<file path="config.mk">
export PLATFORM = sky130hd
export DESIGN_NAME = alu_arbiter
export DESIGN_NICKNAME = d
export VERILOG_FILES = /design/src/rtl/alu_arbiter.sv
export SDC_FILE = /design/constraint.sdc
export NUM_CORES = 1
export LEC_CHECK = 0
export ABC_AREA = 1
export CORE_UTILIZATION = 27
export CTS_BUF_LIST = sky130_fd_sc_hd__clkbuf_2
export DETAILED_ROUTE_END_ITERATION = 7
export HOLD_SLACK_MARGIN = 0.15
export PLACE_DENSITY = 0.63
export REMOVE_ABC_BUFFERS = 1
export SKIP_LAST_GASP = 1
export SYNTH_ARGS = -nofsm -noshare
export SYNTH_HDL_FRONTEND = slang
export SYNTH_SLANG_ARGS = --single-unit
</file>
<file path="constraint.sdc">
create_clock -name clk -period 3.1 [get_ports clk]
set_input_delay 0.62 -clock clk [delete_from_list [all_inputs] [get_ports clk]]
set_output_delay 0.62 -clock clk [all_outputs]
set_load 0.005 [all_outputs]
</file>
<file path="src/rtl/alu_arbiter.sv">
// -----------------------------------------------------------------------------
// alu_arbiter
//
// Shares one ALU + register-file datapath between two requesters. One
// operation is issued per cycle under round-robin arbitration; a tag per
// issued operation travels alongside the fixed-latency datapath. When the tag
// emerges, the datapath result and flags are written into the response FIFO of
// the requester that issued it. Issue is credit based: a requester may only
// issue while (in-flight + queued responses) < RSP_DEPTH, so a returning
// result always finds a free FIFO slot.
//
// Parameters
//   n          operand / result width
//   LAT        clock edges from issue edge to the edge that samples alu_R0
//   RSP_DEPTH  response FIFO depth and per-requester outstanding limit
//
// Ports
//   clk, rst_n                     clock, asynchronous active-low reset
//   reqK_valid/ready/a/b/op        operation request from requester K
//   rspK_valid/ready/data/flags    response FIFO head for requester K,
//                                  flags = {overflow, zero, carry}
//   alu_R2, alu_R3, alu_op         registered operands / ALUOp to datapath
//   alu_R0, alu_overflow/zero/carry result and flags from datapath
//
// Handshake semantics (both request and response channels): a transfer happens
// on a rising clk edge where valid && ready are both high. reqK_ready is a
// pure function of reqK_valid and registered counters (never of rspK_ready),
// and is low whenever rst_n is low. rspK_valid is the FIFO non-empty flag; the
// head is popped on an edge where rspK_valid && rspK_ready.
// -----------------------------------------------------------------------------
module alu_arbiter #(
    parameter int n         = 32,
    parameter int LAT       = 2,
    parameter int RSP_DEPTH = 2
) (
    input  logic         clk,
    input  logic         rst_n,

    input  logic         req0_valid,
    output logic         req0_ready,
    input  logic [n-1:0] req0_a,
    input  logic [n-1:0] req0_b,
    input  logic [2:0]   req0_op,

    input  logic         req1_valid,
    output logic         req1_ready,
    input  logic [n-1:0] req1_a,
    input  logic [n-1:0] req1_b,
    input  logic [2:0]   req1_op,

    output logic         rsp0_valid,
    input  logic         rsp0_ready,
    output logic [n-1:0] rsp0_data,
    output logic [2:0]   rsp0_flags,

    output logic         rsp1_valid,
    input  logic         rsp1_ready,
    output logic [n-1:0] rsp1_data,
    output logic [2:0]   rsp1_flags,

    output logic [n-1:0] alu_R2,
    output logic [n-1:0] alu_R3,
    output logic [2:0]   alu_op,

    input  logic [n-1:0] alu_R0,
    input  logic         alu_overflow,
    input  logic         alu_zero,
    input  logic         alu_carry
);

    // Counter width holds 0..RSP_DEPTH; pointer width addresses the FIFO.
    localparam int CW = $clog2(RSP_DEPTH + 1);
    localparam int PW = (RSP_DEPTH > 1) ? $clog2(RSP_DEPTH) : 1;
    localparam int EW = n + 3;
    localparam logic [CW:0]   DEPTH_C = (CW + 1)'(RSP_DEPTH);
    localparam logic [PW-1:0] LAST_P  = PW'(RSP_DEPTH - 1);

    function automatic logic [PW-1:0] ptr_inc(input logic [PW-1:0] p);
        if (p == LAST_P) begin
            return '0;
        end
        return p + 1'b1;
    endfunction

    // ---------------------------------------------------------------------
    // Arbitration
    // ---------------------------------------------------------------------
    logic [1:0] req_valid;
    logic [1:0] rsp_ready;
    logic [1:0] elig;
    logic [1:0] rsp_valid;
    logic       ptr;
    logic       gnt_valid;
    logic       gnt_id;
    logic       issue;

    assign req_valid = {req1_valid, req0_valid};
    assign rsp_ready = {rsp1_ready, rsp0_ready};

    always_comb begin
        gnt_valid = 1'b0;
        gnt_id    = 1'b0;
        if (elig[0] && elig[1]) begin
            gnt_valid = 1'b1;
            gnt_id    = ptr;
        end else if (elig[0]) begin
            gnt_valid = 1'b1;
            gnt_id    = 1'b0;
        end else if (elig[1]) begin
            gnt_valid = 1'b1;
            gnt_id    = 1'b1;
        end
    end

    // rst_n gating keeps ready low during reset even though the cleared
    // counters would otherwise make a valid requester eligible.
    assign issue      = gnt_valid && rst_n;
    assign req0_ready = issue && !gnt_id;
    assign req1_ready = issue && gnt_id;

    // Priority pointer moves to the loser after every grant, holds otherwise.
    always_ff @(posedge clk or negedge rst_n) begin
        if (!rst_n) begin
            ptr <= 1'b0;
        end else if (issue) begin
            ptr <= ~gnt_id;
        end
    end

    // ---------------------------------------------------------------------
    // Operand registers towards the datapath (hold when nothing issues)
    // ---------------------------------------------------------------------
    always_ff @(posedge clk or negedge rst_n) begin
        if (!rst_n) begin
            alu_R2 <= '0;
            alu_R3 <= '0;
            alu_op <= '0;
        end else if (issue) begin
            alu_R2 <= gnt_id ? req1_a  : req0_a;
            alu_R3 <= gnt_id ? req1_b  : req0_b;
            alu_op <= gnt_id ? req1_op : req0_op;
        end
    end

    // ---------------------------------------------------------------------
    // Tag pipeline: stage 0 loads at the issue edge, so the tag leaving
    // stage LAT-1 lines up with the edge at which alu_R0 is sampled.
    // ---------------------------------------------------------------------
    logic [LAT-1:0] tag_v;
    logic [LAT-1:0] tag_id;
    logic           ret_v;
    logic           ret_id;

    always_ff @(posedge clk or negedge rst_n) begin
        if (!rst_n) begin
            tag_v  <= '0;
            tag_id <= '0;
        end else begin
            tag_v[0]  <= issue;
            tag_id[0] <= gnt_id;
            for (int i = 1; i < LAT; i++) begin
                tag_v[i]  <= tag_v[i-1];
                tag_id[i] <= tag_id[i-1];
            end
        end
    end

    assign ret_v  = tag_v[LAT-1];
    assign ret_id = tag_id[LAT-1];

    // ---------------------------------------------------------------------
    // Per-requester credit counters and response FIFO
    // ---------------------------------------------------------------------
    for (genvar k = 0; k < 2; k++) begin : gen_rsp
        logic [CW-1:0] inflight;
        logic [CW-1:0] occ;
        logic [PW-1:0] wr_ptr;
        logic [PW-1:0] rd_ptr;
        logic [EW-1:0] mem [RSP_DEPTH];
        logic          iss;
        logic          ret;
        logic          pop;
        logic [EW-1:0] head;

        assign iss = issue && (gnt_id == 1'(k));
        assign ret = ret_v && (ret_id == 1'(k));
        assign pop = rsp_valid[k] && rsp_ready[k];

        // Eligibility sees only registered counts, so a credit released by a
        // pop becomes usable one cycle later and rspK_ready never reaches
        // reqK_ready combinationally.
        assign elig[k] = req_valid[k] &&
                         (({1'b0, inflight} + {1'b0, occ}) < DEPTH_C);

        always_ff @(posedge clk or negedge rst_n) begin
            if (!rst_n) begin
                inflight <= '0;
                occ      <= '0;
                wr_ptr   <= '0;
                rd_ptr   <= '0;
            end else begin
                if (iss && !ret) begin
                    inflight <= inflight + 1'b1;
                end else if (!iss && ret) begin
                    inflight <= inflight - 1'b1;
                end

                if (ret && !pop) begin
                    occ <= occ + 1'b1;
                end else if (!ret && pop) begin
                    occ <= occ - 1'b1;
                end

                if (ret) begin
                    wr_ptr <= ptr_inc(wr_ptr);
                end
                if (pop) begin
                    rd_ptr <= ptr_inc(rd_ptr);
                end
            end
        end

        // Storage needs no reset: occupancy alone decides what is visible.
        always_ff @(posedge clk) begin
            if (ret) begin
                mem[wr_ptr] <= {alu_overflow, alu_zero, alu_carry, alu_R0};
            end
        end

        assign rsp_valid[k] = (occ != '0);
        // Head is forced to zero when empty so stale entries never show,
        // including straight after a reset that interrupted traffic.
        assign head = rsp_valid[k] ? mem[rd_ptr] : '0;
    end

    assign rsp0_valid = rsp_valid[0];
    assign rsp1_valid = rsp_valid[1];
    assign rsp0_data  = gen_rsp[0].head[n-1:0];
    assign rsp0_flags = gen_rsp[0].head[EW-1:n];
    assign rsp1_data  = gen_rsp[1].head[n-1:0];
    assign rsp1_flags = gen_rsp[1].head[EW-1:n];

endmodule

</file>
==> impl_metrics.env <==
export IMPL_layout_nets=1550
export IMPL_synth_top_area_cell="edfxtp_1"
export IMPL_synth_avg_cell_area_um2=9.86
export IMPL_fmax_ghz=0.314
export IMPL_tightest_slew_ns=0.872
export IMPL_synth_top_area_share=0.443
export IMPL_route_final_wire_length_mm=32.9
export IMPL_via_per_inst=4.46
export IMPL_vias=8338
export IMPL_drc_errors=0
export IMPL_worst_slack_ns=-0.0832
export IMPL_grt_pass1_vias=8312
export IMPL_synth_seq_cells=224
export IMPL_clk_latency_ns=0.89
export IMPL_end_kind="primary output"
export IMPL_hold_class="primary input to async pin"
export IMPL_path_clk_slew_ns=0.11
export IMPL_io_pins=316
export IMPL_synthTopCellsByArea="edfxtp_1 (44%), dfrtp_1 (22%), nand2_1 (19%), a21oi_1 (3.9%), nand3_1 (3.5%)"
export IMPL_dpl_cell_area_mm2=0.0132
export IMPL_cts_tree="built"
export IMPL_gp_congestion=0.782
export IMPL_core_area_mm2=0.0345
export IMPL_grt_max_degree=70
export IMPL_yosysSeqAreaShare=0.665
export IMPL_ys_flop_type="edfxtp_1"
export IMPL_clockPowerShare=0.154
export IMPL_gr_total_overflow=0
export IMPL_rrSetupSlack_ns=0.69
export IMPL_cts_buffers=61
export IMPL_synth_cell_types=22
export IMPL_yosysWarnings=0
export IMPL_cp_max_fo=3
export IMPL_io_buffers=315
export IMPL_initial_core_util=0.274
export IMPL_syn_cell_area_mm2=0.00948
export IMPL_clock_root_buffer="clkbuf_2"
export IMPL_p_switching_uw=5660
export IMPL_antenna_found_initial=4
export IMPL_clock_skew_ns=0.0788
export IMPL_fill_cells=3351
export IMPL_synth_edf_count=140
export IMPL_final_hold_viol_count=0
export IMPL_drtPass1Iterations=5
export IMPL_seqPwrFrac=0.302
export IMPL_power_density_mw_per_mm2=977
export IMPL_finalCritPeriodShare=1.03
export IMPL_cts_num_sinks=224
export IMPL_p_int_uw=8590
export IMPL_grt_pass1_wl_mm=49.0
export IMPL_p_sw_frac=0.397
export IMPL_max_cap_violations=0
export IMPL_die_h_um=189
export IMPL_rsz0062_at_grt="yes"
export IMPL_crit_path_start_kind="flip-flop"
export IMPL_drtAntennaViolNets=0
export IMPL_p_leak_uw=0.00650
export IMPL_clk_path_buf_depth=3
export IMPL_p_total_uw=14300
export IMPL_setup_viol=2
export IMPL_fin_area_mm2=0.0146
export IMPL_yosysMostFrequentCell="nand2_1"
export IMPL_synthCells=962
export IMPL_dp_hpwl_mm=19.2
export IMPL_die_w_um=189
export IMPL_status="finished with violations"
export IMPL_synth_common_cells="nand2_1 (485), edfxtp_1 (140), dfrtp_1 (84)"
export IMPL_slew_headroom=0.419
export IMPL_drive_gt1_frac=0.159
export IMPL_period_needed_ns=3.18
export IMPL_cp_data_arrival_time_ns=2.56
export IMPL_num_rows=68
export IMPL_drtIter0Drc=507
export IMPL_p_comb_frac=0.545
export IMPL_drv_slew=0
export IMPL_crit_type="flip-flop to primary output"
export IMPL_crit_required_ns=2.48
export IMPL_gr_usage_all_layers=0.182
export IMPL_peakVddDrop_v=0.000694
export IMPL_violations="negative setup slack"
export IMPL_syn_to_final_growth_pct=53.8
export IMPL_avgRoutedWirePerCell_um=17.6
export IMPL_h_tree_depth=2
export IMPL_synthArstFlopShare=0.375
export IMPL_dieArea_mm2=0.0359
## final timing paths
path	startpoint	to	depth (start not counted)
worst min register to register	tag_v[0]	tag_v[1]	0
min in group clk	alu_R0[19]	gen_rsp[1].mem[1][19]	1
worst max-delay path	gen_rsp[0].inflight[0]	req1_ready	10
worst min-delay path	rst_n	gen_rsp[0].wr_ptr	3
worst max register to register	gen_rsp[0].inflight[0]	alu_R3[1]	11
max in group asynchronous	rst_n	alu_R3[29]	4
## cells by family (layout without fill, tap and decap cells)
group                    Yosys count  count (layout)  share of synthesized area
AO/OA/AOI/OAI                     79              79                     0.0417
other                              0               1                          0
flip-flops                       224             224                      0.665
adder cells (fa/ha/maj)            6               6                    0.00950
buffers and inverters             74             524                     0.0366
AND/OR/NAND/NOR                  567             567                      0.236
XOR/XNOR                          12              12                     0.0111
## power groups by stage
stage / sequential, uW / combinational, uW / clock, uW
2_1_floorplan: 4410 / 2820 / 0
4_1_cts: 4310 / 7600 / 2280
5_1_grt: 4380 / 8460 / 2440
3_5_place_dp: 4330 / 6600 / 0
6_report: 4300 / 7760 / 2190
3_3_place_gp: 4320 / 6550 / 0
## cell type report
class / instances / area [um^2] / share of cell area
multi-input cells: 664 / 2920 / 0.200
flip-flops and latches: 224 / 6310 / 0.433
clock inverters: 15 / 116 / 0.00798
diodes: 1 / 2.50 / 0.000172
repair buffers: 399 / 4130 / 0.283
clock buffers: 91 / 455 / 0.0312
well taps: 455 / 569 / 0.0390
inverters: 19 / 81.3 / 0.00558
## what timing repair did
action / in CTS / in global routing
setup endpoints to repair: 74 / 25
setup buffers: 36 / 17
resized for setup: 125 / 47
pin swaps: 9 / 4
hold endpoints to repair: 20 / 0
hold buffers: 1 / 0
cloned: 11 / 1
## worst max-delay path, cell delays in order, from the launching register on
cell and delay [ns]:
dfrtp_1 0.41, nand2_1 0.07, inv_1 0.05, fa_1 0.45, nor2_2 0.13, nand2_1 0.07, nand2_1 0.07, nand2_2 0.08
buf_6 0.13, nor2_4 0.10, buf_2 0.12
## stage by stage
| step | utilization | setup TNS [ns] | setup WS (ns) | hold WS, ns | cells |
|---|---|---|---|---|---|
| 3_5_place_dp | 0.381 | 0 | 0.137 | 0.342 | 1698 |
| 5_1_grt | 0.422 | -3.07 | -0.331 | 0.250 | 1867 |
| 4_1_cts | 0.418 | -1.54 | -0.237 | 0.198 | 1852 |
| 2_1_floorplan | - | -3.34 | -0.706 | 0.324 | 907 |
| 3_3_place_gp | 0.381 | 0 | 0.206 | 0.334 | 1698 |
| 6_report | 0.422 | -0.112 | -0.0832 | 0.338 | 1868 |
## state kept, by name (all words and copies together) (netlist names)
register and flops:
tag_id 2, alu_R2 32, gen_rsp.occ 4, gen_rsp.inflight 4
alu_R3 32, ptr 1, tag_v 2, gen_rsp.rd_ptr 2
gen_rsp.mem 140, alu_op 3, gen_rsp.wr_ptr 2
## cells in the final DEF, fill, tap and decap left out
master           count
a21oi_2              9
buf_2                3
dlygate4sd3_1        1
fa_1                 2
dlygate4sd2_1       50
bufbuf_16            2
nand3_1             67
buf_4               45
nor2_1               2
clkinv_1            10
clkbuf_16            1
a21oi_1             65
diode_2              1
nor2_4               9
nor2_2               1
clkinv_2             2
bufinv_16            2
ha_1                 4
buf_6               11
nand2_2              2
o21ai_0              5
buf_16               6
nand3_2              1
dfrtp_2              3
dlymetal6s2s_1       2
inv_1               15
xor2_1               4
buf_8                1
inv_2                2
clkdlybuf4s50_1    240
nand2_1            485
clkdlybuf4s15_1      7
xnor2_1              8
buf_12              19
dfrtp_1             81
clkbuf_2           102
edfxtp_1           140
inv_6                3
## routing by layer
layer	up-vias	routed length, um	track usage
met2	387	15600	0.305
met1	3915	12800	0.212
met3	48	3680	0.0703
met4	2	762	0.0583
li1	3986	-	-
met5	-	12	0
Power figures use the tool's default switching activity.
